`config.mk`:
```
export PLATFORM = sky130hd
export DESIGN_NAME = tx_arbiter_req_recorder
export DESIGN_NICKNAME = d
export VERILOG_FILES = /design/src/rtl/tx_arbiter_req_recorder.sv
export SDC_FILE = /design/constraint.sdc
export NUM_CORES = 1
export LEC_CHECK = 0
export CAP_MARGIN = 20
export CELL_PAD_IN_SITES_DETAIL_PLACEMENT = 1
export CELL_PAD_IN_SITES_GLOBAL_PLACEMENT = 1
export CORE_MARGIN = 4
export CORE_UTILIZATION = 40
export DETAILED_ROUTE_END_ITERATION = 12
export PLACE_DENSITY_LB_ADDON = 0.1
export SLEW_MARGIN = 30
export SYNTH_ARGS = -nofsm -noshare
export SYNTH_HDL_FRONTEND = slang
export SYNTH_SLANG_ARGS = --single-unit
```
`constraint.sdc`:
```
create_clock -name clk -period 4.1 [get_ports clk]
set_input_delay 1.23 -clock clk [delete_from_list [all_inputs] [get_ports clk]]
set_output_delay 1.23 -clock clk [all_outputs]
set_load 0.01 [all_outputs]
```
`src/rtl/tx_arbiter_req_recorder.sv`:
```
// ----------------------------------------------------------------------------
// tx_arbiter_req_recorder
//
// Records transmit requests from the five Tx arbiter sources in arrival order
// and presents the two oldest to the Tx arbiter FSM as TLP1/TLP2 candidates.
// Requests are first latched into a per-source pending register; one pending
// source per cycle (fixed priority, highest index first) is written into a
// small circular FIFO. The FSM consumes 0, 1 or 2 entries per cycle.
//
// Ports
//   clk       in   clock, all state on rising edge
//   arst_n    in   asynchronous active-low reset
//   req       in   request pulses, bit i = source code i+1
//                  (A2P_1, A2P_2, MASTER, RX_ROUTER_CFG, RX_ROUTER_ERR)
//   pop_cnt   in   entries consumed this cycle (0..2, 3 behaves as 0)
//   src_1     out  oldest entry, NO_SOURCE (0) when empty
//   src_2     out  second-oldest entry, NO_SOURCE when fewer than two
//   count     out  occupied entries
//   full      out  count == FIFO_DEPTH
//   empty     out  count == 0
//   pending   out  requests latched but not yet enqueued
//   req_drop  out  sticky: a request merged into a still-pending one
//   pop_err   out  sticky: pop_cnt exceeded count
// ----------------------------------------------------------------------------
module tx_arbiter_req_recorder #(
    parameter  int DATA_WIDTH = 3,
    parameter  int FIFO_DEPTH = 4,   // power of two, at least 2
    parameter  int NUM_SRC    = 5,
    localparam int CNT_W      = $clog2(FIFO_DEPTH + 1),
    localparam int PTR_W      = $clog2(FIFO_DEPTH)
) (
    input  logic                  clk,
    input  logic                  arst_n,
    input  logic [NUM_SRC-1:0]    req,
    input  logic [1:0]            pop_cnt,
    output logic [DATA_WIDTH-1:0] src_1,
    output logic [DATA_WIDTH-1:0] src_2,
    output logic [CNT_W-1:0]      count,
    output logic                  full,
    output logic                  empty,
    output logic [NUM_SRC-1:0]    pending,
    output logic                  req_drop,
    output logic                  pop_err
);

    localparam logic [DATA_WIDTH-1:0] NO_SOURCE = '0;

    logic [DATA_WIDTH-1:0] r_mem [FIFO_DEPTH];
    logic [PTR_W-1:0]      r_rd_ptr;
    logic [PTR_W-1:0]      r_wr_ptr;
    logic [CNT_W-1:0]      r_count;
    logic [NUM_SRC-1:0]    r_pending;
    logic                  r_req_drop;
    logic                  r_pop_err;

    logic [CNT_W-1:0]      w_pop_req;
    logic                  w_pop_over;
    logic [CNT_W-1:0]      w_eff_pop;
    logic [CNT_W-1:0]      w_cnt_after_pop;
    logic [NUM_SRC-1:0]    w_sel_onehot;
    logic [DATA_WIDTH-1:0] w_sel_code;
    logic                  w_enq;
    logic [NUM_SRC-1:0]    w_enq_mask;
    logic [PTR_W-1:0]      w_rd_ptr_p1;

    // Pop amount: 3 is an illegal encoding and consumes nothing; a request
    // larger than the occupancy is clipped to what is actually there.
    always_comb begin
        w_pop_req       = (pop_cnt == 2'd3) ? '0 : CNT_W'(pop_cnt);
        w_pop_over      = (w_pop_req > r_count);
        w_eff_pop       = w_pop_over ? r_count : w_pop_req;
        w_cnt_after_pop = r_count - w_eff_pop;
    end

    // Fixed-priority pick among registered pending bits; scanning upward lets
    // the highest index (RX_ROUTER_ERR) win.
    // NOTE: every always_comb output gets a default before any conditional
    // assignment, otherwise a latch is inferred.
    always_comb begin
        w_sel_onehot = '0;
        w_sel_code   = NO_SOURCE;
        for (int i = 0; i < NUM_SRC; i++) begin
            if (r_pending[i]) begin
                w_sel_onehot    = '0;
                w_sel_onehot[i] = 1'b1;
                w_sel_code      = DATA_WIDTH'(i + 1);
            end
        end
    end

    // Space is judged after this cycle's pop, so a full FIFO that is being
    // popped still accepts a write.
    assign w_enq      = (|r_pending) && (w_cnt_after_pop < CNT_W'(FIFO_DEPTH));
    assign w_enq_mask = w_enq ? w_sel_onehot : '0;

    // NOTE: sequential state uses non-blocking assignments so every register
    // samples the pre-edge values regardless of statement order.
    always_ff @(posedge clk or negedge arst_n) begin
        if (!arst_n) begin
            r_rd_ptr   <= '0;
            r_wr_ptr   <= '0;
            r_count    <= '0;
            r_pending  <= '0;
            r_req_drop <= 1'b0;
            r_pop_err  <= 1'b0;
        end else begin
            // A new request on the edge its source is enqueued re-arms the bit.
            r_pending <= (r_pending & ~w_enq_mask) | req;
            if (|(req & r_pending & ~w_enq_mask)) begin
                r_req_drop <= 1'b1;
            end
            if (w_pop_over) begin
                r_pop_err <= 1'b1;
            end
            r_rd_ptr <= r_rd_ptr + PTR_W'(w_eff_pop);
            if (w_enq) begin
                r_wr_ptr <= r_wr_ptr + PTR_W'(1);
            end
            r_count <= w_cnt_after_pop + CNT_W'(w_enq);
        end
    end

    // NOTE: the storage array has no reset; occupancy gates every read, so
    // stale contents are never visible and the array maps onto plain flops/RAM.
    always_ff @(posedge clk) begin
        if (w_enq) begin
            r_mem[r_wr_ptr] <= w_sel_code;
        end
    end

    assign w_rd_ptr_p1 = r_rd_ptr + PTR_W'(1);

    assign src_1    = (r_count >= CNT_W'(1)) ? r_mem[r_rd_ptr]    : NO_SOURCE;
    assign src_2    = (r_count >= CNT_W'(2)) ? r_mem[w_rd_ptr_p1] : NO_SOURCE;
    assign count    = r_count;
    assign full     = (r_count == CNT_W'(FIFO_DEPTH));
    assign empty    = (r_count == '0);
    assign pending  = r_pending;
    assign req_drop = r_req_drop;
    assign pop_err  = r_pop_err;

endmodule

```
==> key figures, run 1 <==
Global routing
  – Largest net degree at the start of global routing: 15
  – GRT overflow: 0
  – First-pass GRT wire length: just under 5 mm
  – GRT Total Usage: 0.1453
  – Number of antenna violations at the first check in global routing: 0
  – Number of global-route vias before repair: between 1,000 and 1,500

Drt
  – WL final: 2.771 mm
  – Vias post-DR: 940
  – Via density: 5.165
  – Initial drt markers: 16
  – Routed Antenna Nets: 0
  – DRT Pass-1 Iters: 4
  – Wire length per cell: about 15 um
  – Drc violations: 0

Power
  – Power Total: 0.001352 W
  – PwrDens: 767.9 nW/um^2
  – Leak Pwr: 0.6934 nW
  – Peak supply drop: 232.9 uV

STA
  – Fmax: around 260 MHz
  – Crit share post-route: 0.9527
  – Hold Vio Cnt, Final: 0
  – RSZ-0062 raised after global routing: no
  – Setup_tns: 0 ps
  – Slew Limit Fails: 0
  – Setup Skew: 6.544 ps
  – Final setup fails: 0
  – Slew HR: 0.5645
  – Final min period: 3906 ps
  – Worst-margin pin slew: 651.2 ps

Synthesis
  – Syn_area_per_cell: 13.24 sq um
  – Post-synthesis register bit count: 26
  – Yosys cell types: 33
  – Ys Warns: 0
  – Register area share after synthesis: 0.5211
  – Syn Nets: 123
  – Post-Syn Instances: around 100
  – Synth Cell Area: 1364 sq um

Setup path
  – Crit path kind: input pin to register
  – Crit-path cells: clkdlybuf4s50_1, nor2b_2, ha_1, nor2b_1, o21ai_2, mux2i_1, ha_2, inv_1, fa_2, xnor2_2, a21oi_2, buf_4, and2_1
  – CP max stage cell: clkdlybuf4s50_1
  – CP endpoint kind: register
  – FF-to-FF Start: count[1]$_DFF_PN0_
  – Crit Path Max Fanout: 4
  – Launch point of the critical path: pop_cnt[1]
  – Crit path largest cell delay: 460 ps
  – Startpoint types: input pin
  – Arrival time worst endpoint: 3940 ps
  – Crit path required time: 4130 ps

Layout
  – Layout cells sized above 1: 0.1812
  – Synth-to-Final Area Change: 29.08%
  – Post-layout net count: 159
  – Ant diodes: 0

Die
  – Initial Utilization: 0.4325
  – Core area: about 3200 sq um
  – IO Pins: 27
  – Die height: ~66 um
  – Row count: 20
  – Die area: 4408 sq um
  – Die X: 66.39 um

Clock tree
  – CTS buffer count: 3
  – Clk sinks: 26
  – # H-tree levels: 1
  – Max Root-Sink Buffers: 2
  – Post-CTS setup buffer count: 0
  – Worst-skew pair later-pin latency: 320 ps
  – Root buffer cell: clkbuf_4
  – Clk slew on worst S/H paths: between 100 and 150 ps
  – CTS tree: built

Placement
  – Final RePlAce weighted congestion: 0.7147
  – DP HPWL: roughly 2.3 mm
  – Port Buffers: 26

Run status
  – Status: finished, final reports clean

Min path
  – Hold wc startpoint: pop_err$_DFFE_PN0P_
  – Worst hold path class: register to register

Flow run
  – Max Cap Violations: 0
[layer usage]
layer  GRT usage  part of all wire  vias up
met4     0.07614             0.023        0
met3     0.01701             0.028        4
li1            -                 -      441
met2      0.2627              0.54       27
met1      0.1652              0.41      468
met5           0                 0        -
[critical path, delay by kind of cell]
kind / cells / cell delay, ps
fa+ha+maj: 3 / 800
buf+inv: 3 / 650
simple gates: 3 / 490
compound gates: 2 / 350
mux: 1 / 260
xor+xnor: 1 / 160
[cells in the final DEF, fill, tap and decap left out, drive strengths merged]
cell	netlist	layout
xnor2	3	3
fa	1	1
a21o	4	4
nor2	4	4
nand2	1	1
o21bai	1	1
inv	8	8
nor2b	8	8
nand2b	4	4
nand3	2	2
edfxtp	12	12
and2	4	4
o21ai	3	3
xor2	2	2
and3	1	1
clkdlybuf4s50	0	26
ha	10	10
a31oi	1	1
nand3b	1	1
mux4	6	6
o211ai	1	1
a21oi	3	3
buf	1	7
nor3	2	2
clkinv	0	1
nand4	1	1
dfrtp	14	14
a31o	1	1
mux2i	2	2
or4	1	1
clkbuf	1	3
[flip-flops by register name (all words and copies together), names as in the netlist]
| register | count |
|---|---|
| pop_err | 1 |
| r_rd_ptr | 2 |
| r_mem | 12 |
| req_drop | 1 |
| pending | 5 |
| count | 3 |
| r_wr_ptr | 2 |
[Yosys cell counts (all sizes together)]
cell    instances  area share
and2            4       0.018
buf             1      0.0037
fa              1       0.015
o21bai          1      0.0055
mux2i           2       0.015
nor2b           8       0.037
a31oi           1      0.0046
nand2           1      0.0027
nand2b          4       0.018
nor3            2      0.0073
nor2            4       0.011
xor2            2       0.013
or4             1      0.0055
a31o            1      0.0064
inv             8       0.022
o211ai          1      0.0055
nand3           2      0.0073
a21o            4       0.023
xnor2           3       0.025
o21ai           3       0.011
dfrtp          14        0.26
nand3b          1      0.0055
and3            1      0.0055
nand4           1      0.0046
a21oi           3       0.014
mux4            6       0.099
ha             10       0.092
edfxtp         12        0.26
clkbuf          1      0.0027
[power by group]
| group | switching [W] | leakage [nW] | internal, W |
|---|---|---|---|
| sequential | 0.000109 | 0.251 | 0.000386 |
| clock | 0.0000691 | 0.0154 | 0.0000357 |
| combinational | 0.000321 | 0.427 | 0.000431 |
| total | 0.000499 | 0.693 | 0.000852 |
[cell families (layout without fill, tap and decap cells)]
| kind of cell | Yosys count | count (layout) | synth area share |
|---|---|---|---|
| compound gates | 14 | 14 | 0.06973 |
| xor+xnor | 5 | 5 | 0.03762 |
| fa+ha+maj | 11 | 11 | 0.1064 |
| buf+inv | 10 | 45 | 0.02844 |
| flops | 26 | 26 | 0.5211 |
| mux | 8 | 8 | 0.1138 |
| simple gates | 29 | 29 | 0.1229 |
[worst paths after layout]
check	depth (start not counted)	to	slack (ps)
setup / recovery	13	r_mem[2][0]$_DFFE_PP_	190
hold / removal	1	pop_err$_DFFE_PN0P_	480
setup reg to reg	12	r_mem[2][0]$_DFFE_PP_	1040
hold reg to reg	1	pop_err$_DFFE_PN0P_	480
max in group asynchronous	1	r_wr_ptr[0]$_DFFE_PN0P_	2390
min in group asynchronous	1	req_drop$_DFFE_PN0P_	1300
[final cells by class]
type	count	area, sq um
clock inverters	1	3.754
multi-input cells	67	625.6
fillers	356	1393
repair buffers	33	312.8
flip-flops and latches	26	710.7
clock buffers	3	22.52
inverters	8	30.03
well taps	44	55.05
[timing repair]
item                       in CTS  in global routing
setup endpoints to repair       0                 16
hold buffers                    0                  0
gates resized for setup         0                  4
[per-stage QoR]
step	instances	setup WS [ps]	hold slack (ps)	area, sq um	util
after floorplan	103	172.0	473.3	1364	-
after global placement	178	-190.2	449.0	1723	0.5464
after detailed placement	178	-310.8	451.4	1723	0.5464
after CTS	182	28.88	486.0	1749	0.5548
after global routing	182	19.17	519.3	1760	0.5583
final	182	193.8	481.6	1760	0.5583
No activity file was read; power rests on OpenSTA's default activity.
==> inputs of run 2 (changes only) <==
Settings changed: CELL_PAD_IN_SITES_DETAIL_PLACEMENT 1 to 0, CORE_UTILIZATION 40 to 35.
==> key figures, run 2 (synthesis gave the netlist of run 1 again) <==
Run status
  – Status: finished, final reports clean

STA
  – Final min period: 3744 ps
  – Hold Vio Cnt, Final: 0
  – Worst-margin pin slew: just over 600 ps
  – Setup Skew: around 1.8 ps
  – Final setup fails: 0
  – Crit share post-route: 0.9132
  – Fmax: 267.1 MHz
  – RSZ-0062 raised after global routing: no
  – Slew HR: 0.5915
  – Slew Limit Fails: 0
  – Hold Slack: 473.0 ps

Setup path
  – Flop2flop setup slack: ~1000 ps
  – Startpoint types: input pin
  – Worst flop-to-flop path endpoint: count[2]$_DFF_PN0_
  – FF-to-FF Start: count[1]$_DFF_PN0_
  – Crit Path Max Fanout: 5
  – CP endpoint kind: register
  – Arrival time worst endpoint: just under 4000 ps
  – FF-to-FF path depth: 13
  – Crit path kind: input pin to register
  – Crit path required time: 4250 ps

Power
  – Share of total power in sequential cells: 0.330
  – Power Total: 0.001474 W
  – Clk pwr share: 0.094
  – Leak Pwr: 0.7522 nW
  – Peak supply drop: 296.2 uV
  – PwrDens: 792.1 nW/um^2
  – P_sw: 0.0005072 W
  – Cell Int Power: 0.0009666 W
  – Sw Share: 0.3441
  – Combinational power share: 0.576

Global routing
  – Largest net degree at the start of global routing: 15
  – GRT overflow: 0
  – First-pass GRT wire length: 4.160 mm
  – GRT Total Usage: 0.1041
  – Number of antenna violations at the first check in global routing: 0
  – Number of global-route vias before repair: just over 900

Layout
  – Final core utilization: 0.5007
  – Flip-flop count of the largest register after layout: 12
  – Fill count: 335
  – Synth-to-Final Area Change: 36.42%
  – Post-layout net count: around 160
  – Most frequent cells in the layout: 24 x clkdlybuf4s50_1, 14 x dfrtp_1, 12 x edfxtp_1
  – Non-Filler Cell Area, Final: 1861 sq um
  – Multi-input gate area: 655.6 sq um
  – Ant diodes: 0
  – Reg with most FFs: r_mem
  – Commonest non-fill, non-tap cell in the layout: clkdlybuf4s50_1
  – Storage cell area: 710.7 sq um
  – Layout cells sized above 1: 0.2448

Placement
  – DP HPWL: 1.852 mm
  – Port Buffers: 26
  – Placed Area: 1735 sq um
  – Final RePlAce weighted congestion: between 0.7 and 0.8

Clock tree
  – CTS tree: built
  – Worst-skew pair later-pin latency: 260 ps
  – CTS buffer count: 3
  – # hold bufs at CTS: 0
  – Clk slew on worst S/H paths: ~80 ps
  – # H-tree levels: 1
  – Max Root-Sink Buffers: 2
  – Clk sinks: 26
  – Root buffer cell: clkbuf_8

Die
  – Initial Utilization: 0.3670
  – Die height: around 70 um
  – Row count: 22
  – Die area: 4959 sq um
  – IO Pins: 27
  – Core area: 3716 sq um
  – Die X: 70.42 um

Min path
  – Hold EP: pop_err$_DFFE_PN0P_
  – Hold wc startpoint: pop_err$_DFFE_PN0P_
  – Worst hold path class: register to register
  – Worst Hold Depth: 1

Drt
  – Vias post-DR: 891
  – DRT Pass-1 Iters: 4
  – Drc violations: 0
  – Via density: 4.665
  – WL final: 2.408 mm
  – Routed Antenna Nets: 0
  – Initial drt markers: 18
  – Wire length per cell: 12.61 um

Flow run
  – Max Cap Violations: 0
-- run 2: critical path, stage by stage --
cell and delay, ps:
dlymetal6s2s_1 130, nor2b_4 130, ha_1 270, nor2b_1 140, o21ai_2 190, mux2i_2 280
ha_2 200, inv_1 50, fa_2 430, xnor2_4 230, a21oi_2 70, ha_1 210
ha_1 190, xor2_1 160
-- run 2: final cells by class --
| class | count | share of cell area |
|---|---|---|
| clock inverters | 1 | 0.002017 |
| repair buffers | 38 | 0.1930 |
| clock buffers | 3 | 0.02219 |
| inverters | 8 | 0.01614 |
| multi-input cells | 67 | 0.3524 |
| well taps | 48 | 0.03228 |
| flip-flops and latches | 26 | 0.3820 |
-- run 2: through the flow --
stage	setup WS (ps)	setup TNS [ps]	std cells
final	355.9	0	191
after global routing	193.2	0	191
after global placement	-205.2	-3065	183
after CTS	28.33	0	187
after floorplan	172.0	0	103
after detailed placement	-295.2	-4848	183
-- run 2: worst max-delay path by stage --
stage,to,cells past startpoint,slack (ps),from
2_1_floorplan,count[2]$_DFF_PN0_,13,170,pop_cnt[1]
3_3_place_gp,req_drop$_DFFE_PN0P_,13,-210,pop_cnt[1]
3_5_place_dp,r_mem[2][0]$_DFFE_PP_,13,-300,pop_cnt[1]
4_1_cts,count[2]$_DFF_PN0_,14,30,pop_cnt[1]
5_1_grt,req_drop$_DFFE_PN0P_,14,190,pop_cnt[1]
6_report,count[2]$_DFF_PN0_,14,360,pop_cnt[1]
-- run 2: power groups by stage --
stage | registers (W) | clock network (W) | logic, W
5_1_grt | 0.000509 | 0.000153 | 0.000935
3_5_place_dp | 0.000494 | 0 | 0.000755
4_1_cts | 0.000488 | 0.000144 | 0.000778
6_report | 0.000487 | 0.000138 | 0.000849
3_3_place_gp | 0.000491 | 0 | 0.000746
2_1_floorplan | 0.000458 | 0 | 0.000441
-- run 2: routing by layer --
metal  track usage  vias up  part of all wire  wire [um]
li1              -      446                 -          -
met1        0.1468      420              0.48       1166
met2        0.1580       23              0.46       1107
met3       0.01583        2             0.049        117
met4       0.04468        0            0.0071         17
met5             0        -                 0          0
-- run 2: what timing repair did --
| item | in CTS | in global routing |
|---|---|---|
| setup buffers | 0 | 4 |
| gates resized for setup | 4 | 10 |
| endpoints found under the setup margin | 14 | 18 |
| pin swaps | 1 | 5 |
==> inputs of run 3 (changes only) <==
Settings changed: CTS_CLUSTER_SIZE set to 10.
==> results of run 3 <==
Final layout, timing and power as in run 2 (identical DEF).
==> RTL change 1, RTL diff (config.mk and constraints of run 2) <==
`NO_SOURCE`: '0 -> 1.
--- a/src/rtl/tx_arbiter_req_recorder.sv
+++ b/src/rtl/tx_arbiter_req_recorder.sv
@@ -45,3 +45,3 @@
 
-    localparam logic [DATA_WIDTH-1:0] NO_SOURCE = '0;
+    localparam logic [DATA_WIDTH-1:0] NO_SOURCE = 1;
 
Formal check against the unedited RTL: not equivalent (Yosys sat finds a counterexample within 4 cycles, from zero or initial values and one cycle with arst_n low).
==> RTL change 1 against run 2 <==
  * Setup slack worse by 0.058 ns
  * Routed wire length is 3.2% higher
  * Register-to-register slack worse by 0.09 ns
  * Synthesized cell count stayed put
  * Total power is 2.2% higher
  * Combinational power is 3.8% lower
  * Area after synthesis is 0.18% higher
  * Final area is 2.5% higher
  * Sequential cell count stayed put
  * Count of clock-buffer cells in the layout stayed put
  * Highest routed layer unchanged
  * Non-clock buffer count is 2 higher
  * Critical path depth stayed put
  * Sequential share of layout area is 0.93 points lower
==> RTL change 1: results (changes against run 2) <==
The flow ran to the end, and the final reports show no timing, DRC or antenna violations. The arrival time at the worst endpoint came out at 3.94 ns (+0.04 ns). Aggregate global-route resource usage: 0.106 (+0.00175).

The setup slack on the worst flop-to-flop path was 0.92 ns (-0.09 ns); the HPWL after detailed placement was 1.92 mm (+3.4%). The largest net degree at the start of global routing was 16 (+1); the total via count in the routed design was 903 (+1.3%). The leakage power is 0.765 nW (+1.7%), and the fraction of layout cells with a size suffix above 1 is 0.276 (+0.0311).

Synthesized area per cell: 13.3 um^2 (+0.18%). The number of DRC markers in iteration 0 is 27 (+9), and the maximum net fanout on the critical path is 9 (+4). The number of nets in the layout is 166 (+1.2%). For the peak clock frequency supported by timing, the log shows 263 MHz (-1.5%).

The destination of the critical timing path was req_drop. The maximum vdd ir drop was 0.358 mV (+21%); the delay contributed by the slowest stage of the critical path was 0.40 ns (-0.03 ns). The net switching power of the design is 0.505 mW (-0.51%), and the count of non-filler cells in the finished layout is 193 (+1.0%).

The tools report the first-pass GRT wire length as 4.26 mm (+2.3%). The clock skew after layout came out at 0.00142 ns (-0.000428 ns). The post-detailed-placement cell area came out at 0.00173 mm^2 (-0.29%).

The run gives 0.135 (+0.041) as the fraction of power consumed by the clock network. The via count of the first global-routing pass is 953 (+5.0%), and the final hold slack is 0.471 ns (-0.00250 ns). Ranked by instance count, the synthesized netlist is headed by dfrtp_1, edfxtp_1, ha_1, inv_1, nor2b_1. In this run the worst setup path begins at pop_cnt[0].
-- RTL change 1: layout make-up --
class | instances | area (um^2)
flip-flops and latches | 26 | 711
inverters | 7 | 26.3
repair buffers | 40 | 374
fillers | 353 | 1810
clock buffers | 3 | 41.3
multi-input cells | 68 | 664
clock inverters | 1 | 30.0
well taps | 48 | 60.1
-- RTL change 1: cells by family after synthesis --
kind of cell             share of synthesized area
buffers and inverters                       0.0256
AO/OA/AOI/OAI                               0.0742
AND/OR/NAND/NOR                              0.123
multiplexers                                 0.114
flip-flops                                   0.520
adder cells (fa/ha/maj)                      0.106
XOR/XNOR                                    0.0376
-- RTL change 1: metal layers --
| metal | vias up | global-route usage | share of wire |
|---|---|---|---|
| li1 | 451 | - | - |
| met1 | 431 | 0.131 | 0.45 |
| met2 | 19 | 0.184 | 0.51 |
| met3 | 2 | 0.0216 | 0.038 |
| met4 | 0 | 0.0319 | 0.0068 |
| met5 | - | 0 | 0 |
==> RTL change 2, RTL diff (flow settings as in run 2) <==
Without the edit above. Take the reset off `r_pending` and load it in a clocked block of its own.
--- a/src/rtl/tx_arbiter_req_recorder.sv
+++ b/src/rtl/tx_arbiter_req_recorder.sv
@@ -102,3 +102,2 @@
             r_count    <= '0;
-            r_pending  <= '0;
             r_req_drop <= 1'b0;
@@ -107,3 +106,2 @@
             // A new request on the edge its source is enqueued re-arms the bit.
-            r_pending <= (r_pending & ~w_enq_mask) | req;
             if (|(req & r_pending & ~w_enq_mask)) begin
@@ -120,2 +118,6 @@
         end
+    end
+
+    always_ff @(posedge clk) begin
+        r_pending <= (r_pending & ~w_enq_mask) | req;
     end
Check against the original RTL: not equivalent (a bounded check fails within 4 cycles, from zero or initial values and one cycle with arst_n low).
==> RTL change 2 against run 2 <==
  * Utilization is 1.3 points lower
  * Register-to-register slack better by 0.04 ns
  * Sequential cell count stayed put
  * Routed wire length is 3.1% lower
  * Final area is 3.2% lower
  * Area after synthesis is 1.8% lower
  * Setup slack worse by 0.24 ns
  * Total power is 1.6% lower
  * Critical endpoint unchanged
  * Largest power group unchanged
  * Highest routed layer unchanged
==> RTL change 2: results (changes against run 2) <==
The switching portion of total power is 0.334 (-0.0102). The logs give 0.130 (-0.0163) for the met1 demand-to-capacity share in global routing and 16 (+1) for the largest net degree at the start of global routing. The wire length per cell was 12.4 um (-1.5%); the HPWL after detailed placement was 1.88 mm (+1.5%). The delay contributed by the slowest stage of the critical path works out to 0.46 ns (+0.03 ns). The ratio of routed vias to standard cells was 4.65 (-0.23%); the worst slack after detailed placement was -0.242 ns (+0.0530 ns). The tools report the first-pass GRT wire length as 3.91 mm (-6.0%). The most used flip-flop cell after synthesis was edfxtp_1.

The final RePlAce weighted congestion was 0.744 (-4.8%); the arrival time at the worst endpoint was 4.14 ns (+0.24 ns). The slew at the pin with the worst max-slew slack came out at 0.444 ns (-0.167 ns). The logs give 34 (+3.0%) for the number of unique standard cell types used by synthesis and 0.0991 (-0.00498) for the aggregate global-route resource usage.

Cell with the largest stage delay on the worst path: clkdlybuf4s50_1. Number of DRC markers in iteration 0: 12 (-6). The run gives 0.512 (-0.00895) as the share of the yosys chip area belonging to registers. The post-synthesis adder-cell area fraction is 0.108 (+0.00199). The fraction of layout cells with a size suffix above 1 was 0.200 (-0.0448).

The cell family contributing the most delay on the critical path is adder cells. The setup slack on the worst flop-to-flop path came out at 1.05 ns (+0.04 ns). The run gives 0.0217 (+0.00591) as the met3 routing resource usage after global routing.

Fraction of registers with async set/reset: 0.346 (-0.192). The run gives 161 (-1.8%) as the number of nets in the layout. For the clock skew after layout, the log shows 0.00611 ns (+0.00426 ns).

Yosys attributes the largest share of cell area to edfxtp_1, dfrtp_1, mux4_2. The run finished with clean final reports. The fraction of synthesized cell area in xor and xnor cells was 0.0383 (+0.000703); the final hold slack was 0.469 ns (-0.00448 ns). The run gives 0.316 mV (+6.7%) as the maximum vdd ir drop.

The logs give 3 (unchanged) for the number of buffers added by the clock tree synthesis step and 871 (-4.1%) for the via count of the first global-routing pass. The fraction of synthesized area in multiplexers is 0.116 (+0.00213). The tools report the fraction of met2 tracks used by global routing as 0.162 (+0.00359). By count the netlist is led by edfxtp_1, ha_1, dfrtp_1, inv_1, nor2b_1.
[RTL change 2: logic make-up after synthesis]
kind of cell,after synthesis
and+or+nand+nor,29
muxes,8
xor gates and xnor gates,5
AOI/OAI and AO/OA,14
adders and majority gates,11
buffers and inverters,10
DFF,26
[RTL change 2: per-stage QoR]
step	area, um^2	instances	TNS (ns)
2_1_floorplan	1340	103	0
3_3_place_gp	1700	182	-2.57
3_5_place_dp	1700	182	-3.88
4_1_cts	1770	186	0
5_1_grt	1800	188	-0.673
6_report	1800	188	0
[RTL change 2: worst max-delay path by stage]
stage | end | slack [ns] | cells after the start
after floorplan | count[2] | 0.17 | 13
after global placement | req_drop | -0.20 | 13
after detailed placement | count[2] | -0.24 | 14
after CTS | count[2] | 0.02 | 14
after global routing | req_drop | -0.07 | 14
final | count[2] | 0.11 | 14
[RTL change 2: layer usage]
layer  part of all wire  routed length [um]
met5                  0                   0
met4             0.0073                  17
met3              0.045                 104
met2               0.49                1130
met1               0.46                1080
[RTL change 2: layout make-up]
type                            instances  area (um^2)
Multi-Input combinational cell         67          626
Tap cell                               48         60.1
Clock inverter                          1         30.0
Clock buffer                            3         41.3
Inverter                                8         30.0
Timing Repair Buffer                   35          328
Sequential cell                        26          686
Fill cell                             372         1890
[RTL change 2: power by group through the flow]
stage	sequential (mW)	combinational [mW]	clock, mW
3_5_place_dp	0.490	0.739	0
5_1_grt	0.501	0.847	0.223
2_1_floorplan	0.458	0.441	0
4_1_cts	0.484	0.746	0.212
3_3_place_gp	0.490	0.733	0
6_report	0.482	0.761	0.206
[RTL change 2: what timing repair did]
item / CTS / global route
setup buffers: 0 / 2
endpoints found under the setup margin: 0 / 17
endpoints found under the hold margin: 0 / 0
gates resized for setup: 0 / 4
